$ cat src/rtl/mult_seq_ctrl.sv
// Sequential shift-add 32x32 multiplier for the HI/LO path (MULT / MULTU).
// Fixed 35-cycle issue interval: capture, 32 iterations, sign fix, done.
module mult_seq_ctrl #(
    parameter int unsigned WIDTH = 32
) (
    input  logic             i_clk,
    input  logic             i_reset,
    input  logic             i_start,
    input  logic             i_is_signed,
    input  logic [WIDTH-1:0] i_a,
    input  logic [WIDTH-1:0] i_b,
    output logic             o_busy,
    output logic             o_done,
    output logic [WIDTH-1:0] o_hi,
    output logic [WIDTH-1:0] o_lo
);

    localparam int unsigned CW = $clog2(WIDTH);
    localparam int unsigned PW = 2 * WIDTH;

    typedef enum logic [1:0] {
        StIdle,
        StRun,
        StFix,
        StDone
    } state_t;

    state_t           r_state;
    state_t           w_state_next;
    logic [CW-1:0]    r_count;
    logic [WIDTH-1:0] r_mcand;
    logic [PW-1:0]    r_prod;
    logic             r_neg;
    logic [WIDTH-1:0] r_hi;
    logic [WIDTH-1:0] r_lo;

    logic             w_capture;
    logic [WIDTH-1:0] w_a_mag;
    logic [WIDTH-1:0] w_b_mag;
    logic [WIDTH:0]   w_sum;
    logic [PW-1:0]    w_prod_step;
    logic [PW-1:0]    w_result;

    always_ff @(posedge i_clk) begin
        if (i_reset) begin
            r_state <= StIdle;
        end else begin
            r_state <= w_state_next;
        end
    end

    always_comb begin
        w_state_next = r_state;
        unique case (r_state)
            StIdle: if (i_start) w_state_next = StRun;
            StRun:  if (r_count == CW'(WIDTH - 1)) w_state_next = StFix;
            StFix:  w_state_next = StDone;
            StDone: w_state_next = StIdle;
            default: w_state_next = StIdle;
        endcase
    end

    assign w_capture = (r_state == StIdle) && i_start;

    // Most negative value's magnitude fits when read as unsigned.
    assign w_a_mag = (i_is_signed && i_a[WIDTH-1]) ? (~i_a + WIDTH'(1)) : i_a;
    assign w_b_mag = (i_is_signed && i_b[WIDTH-1]) ? (~i_b + WIDTH'(1)) : i_b;

    assign w_sum = r_prod[0] ? ({1'b0, r_prod[PW-1:WIDTH]} + {1'b0, r_mcand})
                             : {1'b0, r_prod[PW-1:WIDTH]};
    assign w_prod_step = {w_sum, r_prod[WIDTH-1:1]};
    assign w_result    = r_neg ? (~r_prod + PW'(1)) : r_prod;

    always_ff @(posedge i_clk) begin
        if (i_reset) begin
            r_count <= '0;
            r_mcand <= '0;
            r_prod  <= '0;
            r_neg   <= 1'b0;
            r_hi    <= '0;
            r_lo    <= '0;
        end else begin
            if (w_capture) begin
                r_count <= '0;
                r_mcand <= w_a_mag;
                r_prod  <= {{WIDTH{1'b0}}, w_b_mag};
                r_neg   <= i_is_signed && (i_a[WIDTH-1] ^ i_b[WIDTH-1]);
            end else if (r_state == StRun) begin
                r_count <= r_count + CW'(1);
                r_prod  <= w_prod_step;
            end
            if (r_state == StFix) begin
                {r_hi, r_lo} <= w_result;
            end
        end
    end

    assign o_busy = (r_state != StIdle);
    assign o_done = (r_state == StDone);
    assign o_hi   = r_hi;
    assign o_lo   = r_lo;

endmodule

$ cat config.mk
export PLATFORM = sky130hd
export DESIGN_NAME = mult_seq_ctrl
export DESIGN_NICKNAME = d
export VERILOG_FILES = /design/src/rtl/mult_seq_ctrl.sv
export SDC_FILE = /design/constraint.sdc
export NUM_CORES = 1
export LEC_CHECK = 0
export CORE_MARGIN = 1.5
export CORE_UTILIZATION = 55
export CTS_BUF_LIST = sky130_fd_sc_hd__clkbuf_16
export DETAILED_ROUTE_END_ITERATION = 6
export DONT_BUFFER_PORTS = 1
export MAX_ROUTING_LAYER = met4
export PLACE_DENSITY = 0.74
export SLEW_MARGIN = 20
export SYNTH_ARGS = -nofsm -noshare
export SYNTH_HDL_FRONTEND = slang
export SYNTH_SLANG_ARGS = --single-unit
$ cat constraint.sdc
create_clock -name i_clk -period 8.65 [get_ports i_clk]
set_input_delay 1.73 -clock i_clk [delete_from_list [all_inputs] [get_ports i_clk]]
set_output_delay 1.73 -clock i_clk [all_outputs]
set_load 0.02 [all_outputs]
### Yosys cells after proc, flatten, opt, wreduce, memory -nomap -nowiden

Index checks and enable logic that the tools add are counted.

* register bits: 168
* bits of input ports: 68

* add/subtract/negate cells: 5
* eq/ne operators: 6
* muxes and demuxes: 9
* bitwise gates (word level): 4
* reduce and logical (&&, ||, !) cells: 9

Operators with widths (number)
* 32-bit 2-to-1 mux: 4
* 32-bit by 1-bit adder with 32-bit output, second input constant: 2
* 64-bit by 1-bit adder with 64-bit output, second input constant: 1
* 64-bit 2-to-1 mux: 1
* 32-bit NOT: 2
* 64-bit NOT: 1
* 32-bit by 32-bit adder with 33-bit output: 1
* 33-bit 2-to-1 mux: 1
* 2-bit one-hot mux with 4 select lines: 1
* 5-bit by 1-bit adder with 5-bit output, second input constant: 1
* 5-bit == test, second input constant: 1
* 2-bit == test, second input constant: 2
* 1-bit logical AND: 4
* 2-bit 2-to-1 mux: 2
* 2-bit inequality test, second input constant: 2
* 2-bit nonzero test: 2
* 2-bit by 1-bit == test with 1-bit output, second input constant: 1
* 2-bit logical NOT: 1
* 2-bit AND reduction: 1
* 2-bit OR reduction: 1
* 1-bit XOR: 1

### Depth between registers and ports, before layout

* word-level depth: 4
* mapped depth: 10
* depth with buffers taken out: 10

### Least setup slack after synthesis

No wires, ideal clock.

* path kind: in2reg
* start point: in i_b[12]
* end point: reg r_prod[28]
* library setup time: 134 ps
* arrival time: 3646 ps
* slack: 4870 ps
* cell stages on the path: 7
* cells stage by stage: or3_1 > or4b_2 > nor2_1 > nand2_1 > o41ai_1 > xor2_1 > o22ai_1

* word-level cells in the longest chain between the ends: 4

RTL lines
* start: declaration: line 11 `input logic [WIDTH-1:0] i_b,`
* 32-bit NOT: line 67 `assign w_b_mag = (i_is_signed && i_b[WIDTH-1]) ? (~i_b + WIDTH'(1)) : i_b;`
* 32-bit by 1-bit adder with 32-bit output: line 67
* 32-bit 2-to-1 mux: line 67
* 32-bit 2-to-1 mux: line 83 `if (w_capture) begin`
* end signal: assignment: line 86 `r_prod <= {{WIDTH{1'b0}}, w_b_mag};`
* end signal: assignment: line 90 `r_prod <= w_prod_step;`
* end: declaration: line 32 `logic [PW-1:0] r_prod;`

No other way between the ends.
A chain may end at the register's enable or synchronous reset.

### Final worst setup path

* start point: reg r_prod[32]
* end point: reg r_prod[61]

* word-level cells in the longest chain between the ends: 2

RTL lines
* 32-bit by 32-bit adder with 33-bit output: line 69 `assign w_sum = r_prod[0] ? ({1'b0, r_prod[PW-1:WIDTH]} + {1'b0, r_mcand})`
* 33-bit 2-to-1 mux: line 69

No other way between the ends.

==> metrics <==
CTS tree=built; Yosys cell types=64; wire per inst=18.3 um; top post-synthesis cells by area=dfxtp_1, xor2_1, a211oi_1, nor2_1, xnor2_1; Worst-path clk slew=70 ps; TritonCTS buffer count=17; row cnt=50; PwrDens=325 nW/um2; worst-margin pin slew=1110 ps; Initial Utilization=56.7%; final setup vio count=0; Synth-to-Final Area Change=5.61%; crit-path cells=ha_1 > fa_1 > a21o_1 > a221o_1 > a211oi_1 > nor4_1 > a211oi_1 > a21oi_1 > xor2_1 > a22o_1; register share of total power=37.9%; vias in the first global route=8,722; setup bufs post-CTS=0; slowest CP cell=a211oi_1; Crit. End Element=flip-flop; Routed Antenna Nets=0; routed vias/inst=6.20; ANT cells=0; Leak=0.00404 uW; Synth area leader=dfxtp_1; Sw Share=46.0%; worst min path class=flip-flop to flip-flop; drt initial violations=859; Syn Nets=1,471; Place WS=4710 ps; initial antenna violation count=0; post-route clock skew=13.4 ps; total core area=19,000 um2; Hold Buf Count CTS=0; syn avg cell area=7.90 um2; post-synth top area share=31.3%; largest net degree at the start of global routing=106; Clk pwr share=19.9%; Detailed Place HPWL=21.0 mm; Clock Sinks=168; PostCTS Resize Cnt=0; Routed WL=28.8 mm; internal cell power=1990 uW; Overall Global Routing Usage=29.0%; CP required=8970 ps; H-tree depth=4; placer congestion estimate=0.933; DRC=0; critical path arrival=3870 ps; Comb pwr share=42.2%; first-pass GRT wire length=45.5 mm; gr ovfl total=0; RSZ-0062 raised after global routing=false; CTS root buffer=clkbuf_16; Hold Fails Final Rpt=0; die width=143 um; Vias=9,736; FMAX=282 MHz; Slew Viols, Final=0; Clock Latency Late Sink=440 ps; post-route core utilization=59.9%; Critical Path Fanout Max=7; share of cells above drive strength 1=4.81%; Final min period=3550 ps; relative slew slack=25.7%; Tcrit/Tclk final=41.1%; port bufs=0; NetSw=1700 uW; Cell Area, Synth=10,800 um2; sequential fraction of the synthesis area=31.3%; FF+latch count, synth=168; worst setup margin=5100 ps; ys flop type=dfxtp_1; die area=20,400 um2; ys async rst share=0%; number of synthesized flops with an enable pin=0; WHS=470 ps; setup TNS=0 ps; YS warnings=0; die height=143 um; maximum root-to-sink buffer count=2; status=complete, no violations; CP startpoint kind=flip-flop; Post-Syn Instances=1,360; CP max stage delay=530 ps; max cap viols=0; Worst VDD drop=165 uV; 1st-pass router iterations=6; Crit path top cell by count=a211oi_1; Fillers=1,717; num ports=134; WS Path Type=flip-flop to flip-flop; count of nets after finishing=1,409
[final cells by class]
type | count | area, um2 | area share (%)
clock buffers | 17 | 425 | 3.75
clock inverters | 15 | 135 | 1.19
inverters | 33 | 124 | 1.09
multi-input cells | 1069 | 6910 | 60.9
flip-flops and latches | 168 | 3360 | 29.6
well taps | 260 | 325 | 2.87
repair buffers | 9 | 67.6 | 0.595
[layout by cell type, fill, tap and decap left out, drive strengths merged, types with 39 or more instances in the layout]
| cell | instances |
|---|---|
| dfxtp | 168 |
| nor2 | 160 |
| ha | 42 |
| inv | 39 |
| a211oi | 81 |
| xor2 | 71 |
| nand2 | 110 |
| o21ai | 97 |
| mux2i | 48 |
| a21oi | 91 |
| xnor2 | 62 |
[synth_stat cells (all sizes together) (8+ instances only)]
| master | n |
|---|---|
| a31oi | 17 |
| nand3 | 19 |
| inv | 31 |
| nor2b | 10 |
| nand2b | 11 |
| xor2 | 71 |
| nor2 | 160 |
| or3 | 30 |
| o31ai | 16 |
| buf | 15 |
| a21o | 14 |
| clkbuf | 74 |
| nand4 | 13 |
| ha | 42 |
| a311oi | 10 |
| a21oi | 91 |
| mux2i | 48 |
| nand2 | 110 |
| nor4 | 18 |
| nor3 | 33 |
| and2 | 8 |
| o211ai | 8 |
| o22ai | 16 |
| o21ai | 97 |
| or4 | 9 |
| o41ai | 12 |
| dfxtp | 168 |
| a211oi | 81 |
| xnor2 | 62 |
[worst paths after layout]
check	startpoint	endpoint	slack, ps	cells past startpoint
min reg2reg	r_mcand[0]	r_mcand[0]	470	2
min	r_mcand[0]	r_mcand[0]	470	2
max	r_prod[32]	r_prod[61]	5100	10
max reg2reg	r_prod[32]	r_prod[61]	5100	10
[flip-flops by register name, indices dropped and copies added (netlist names)]
name,cells
r_state,2
o_hi,32
r_neg,1
o_lo,32
r_count,5
r_mcand,32
r_prod,64
[power by group through the flow]
stage	Combinational, uW	Sequential (uW)	Clock (uW)
final	1560	1400	734
after global routing	1730	1430	775
after CTS	1540	1380	741
after detailed placement	1530	1400	0
after global placement	1510	1390	0
after floorplan	1280	1270	0
[critical path, delay by kind of cell, from the launching register on]
family	cells	cell delay, ps
AND/OR/NAND/NOR	1	110
flip-flops	1	430
AO/OA/AOI/OAI	6	2070
adder cells (fa/ha/maj)	2	680
XOR/XNOR	1	160
[per-stage QoR]
step                total power, uW  area, um2  cells
floorplan                      2550      10800   1360
global placement               2900      10800   1539
detailed placement             2930      10800   1539
CTS                            3670      11400   1571
global route                   3930      11400   1571
finish                         3690      11400   1571
[kinds of logic (layout without fill, tap and decap cells)]
group,after synthesis,after routing,synth area share [%]
simple gates,442,442,19.3
xor+xnor,133,133,10.8
compound gates,403,403,24.4
buf+inv,123,74,4.68
fa+ha+maj,43,43,5.07
mux,48,48,4.47
flops,168,168,31.3
[per-layer routing]
metal | up-vias | wire (um) | track usage, %
met1 | 4481 | 13800 | 41.2
met2 | 387 | 11500 | 39.2
met5 | - | 0 | -
li1 | 4831 | - | -
met4 | 0 | 442 | 7.70
met3 | 37 | 3000 | 9.12
No activity file was read; power rests on OpenSTA's default activity.
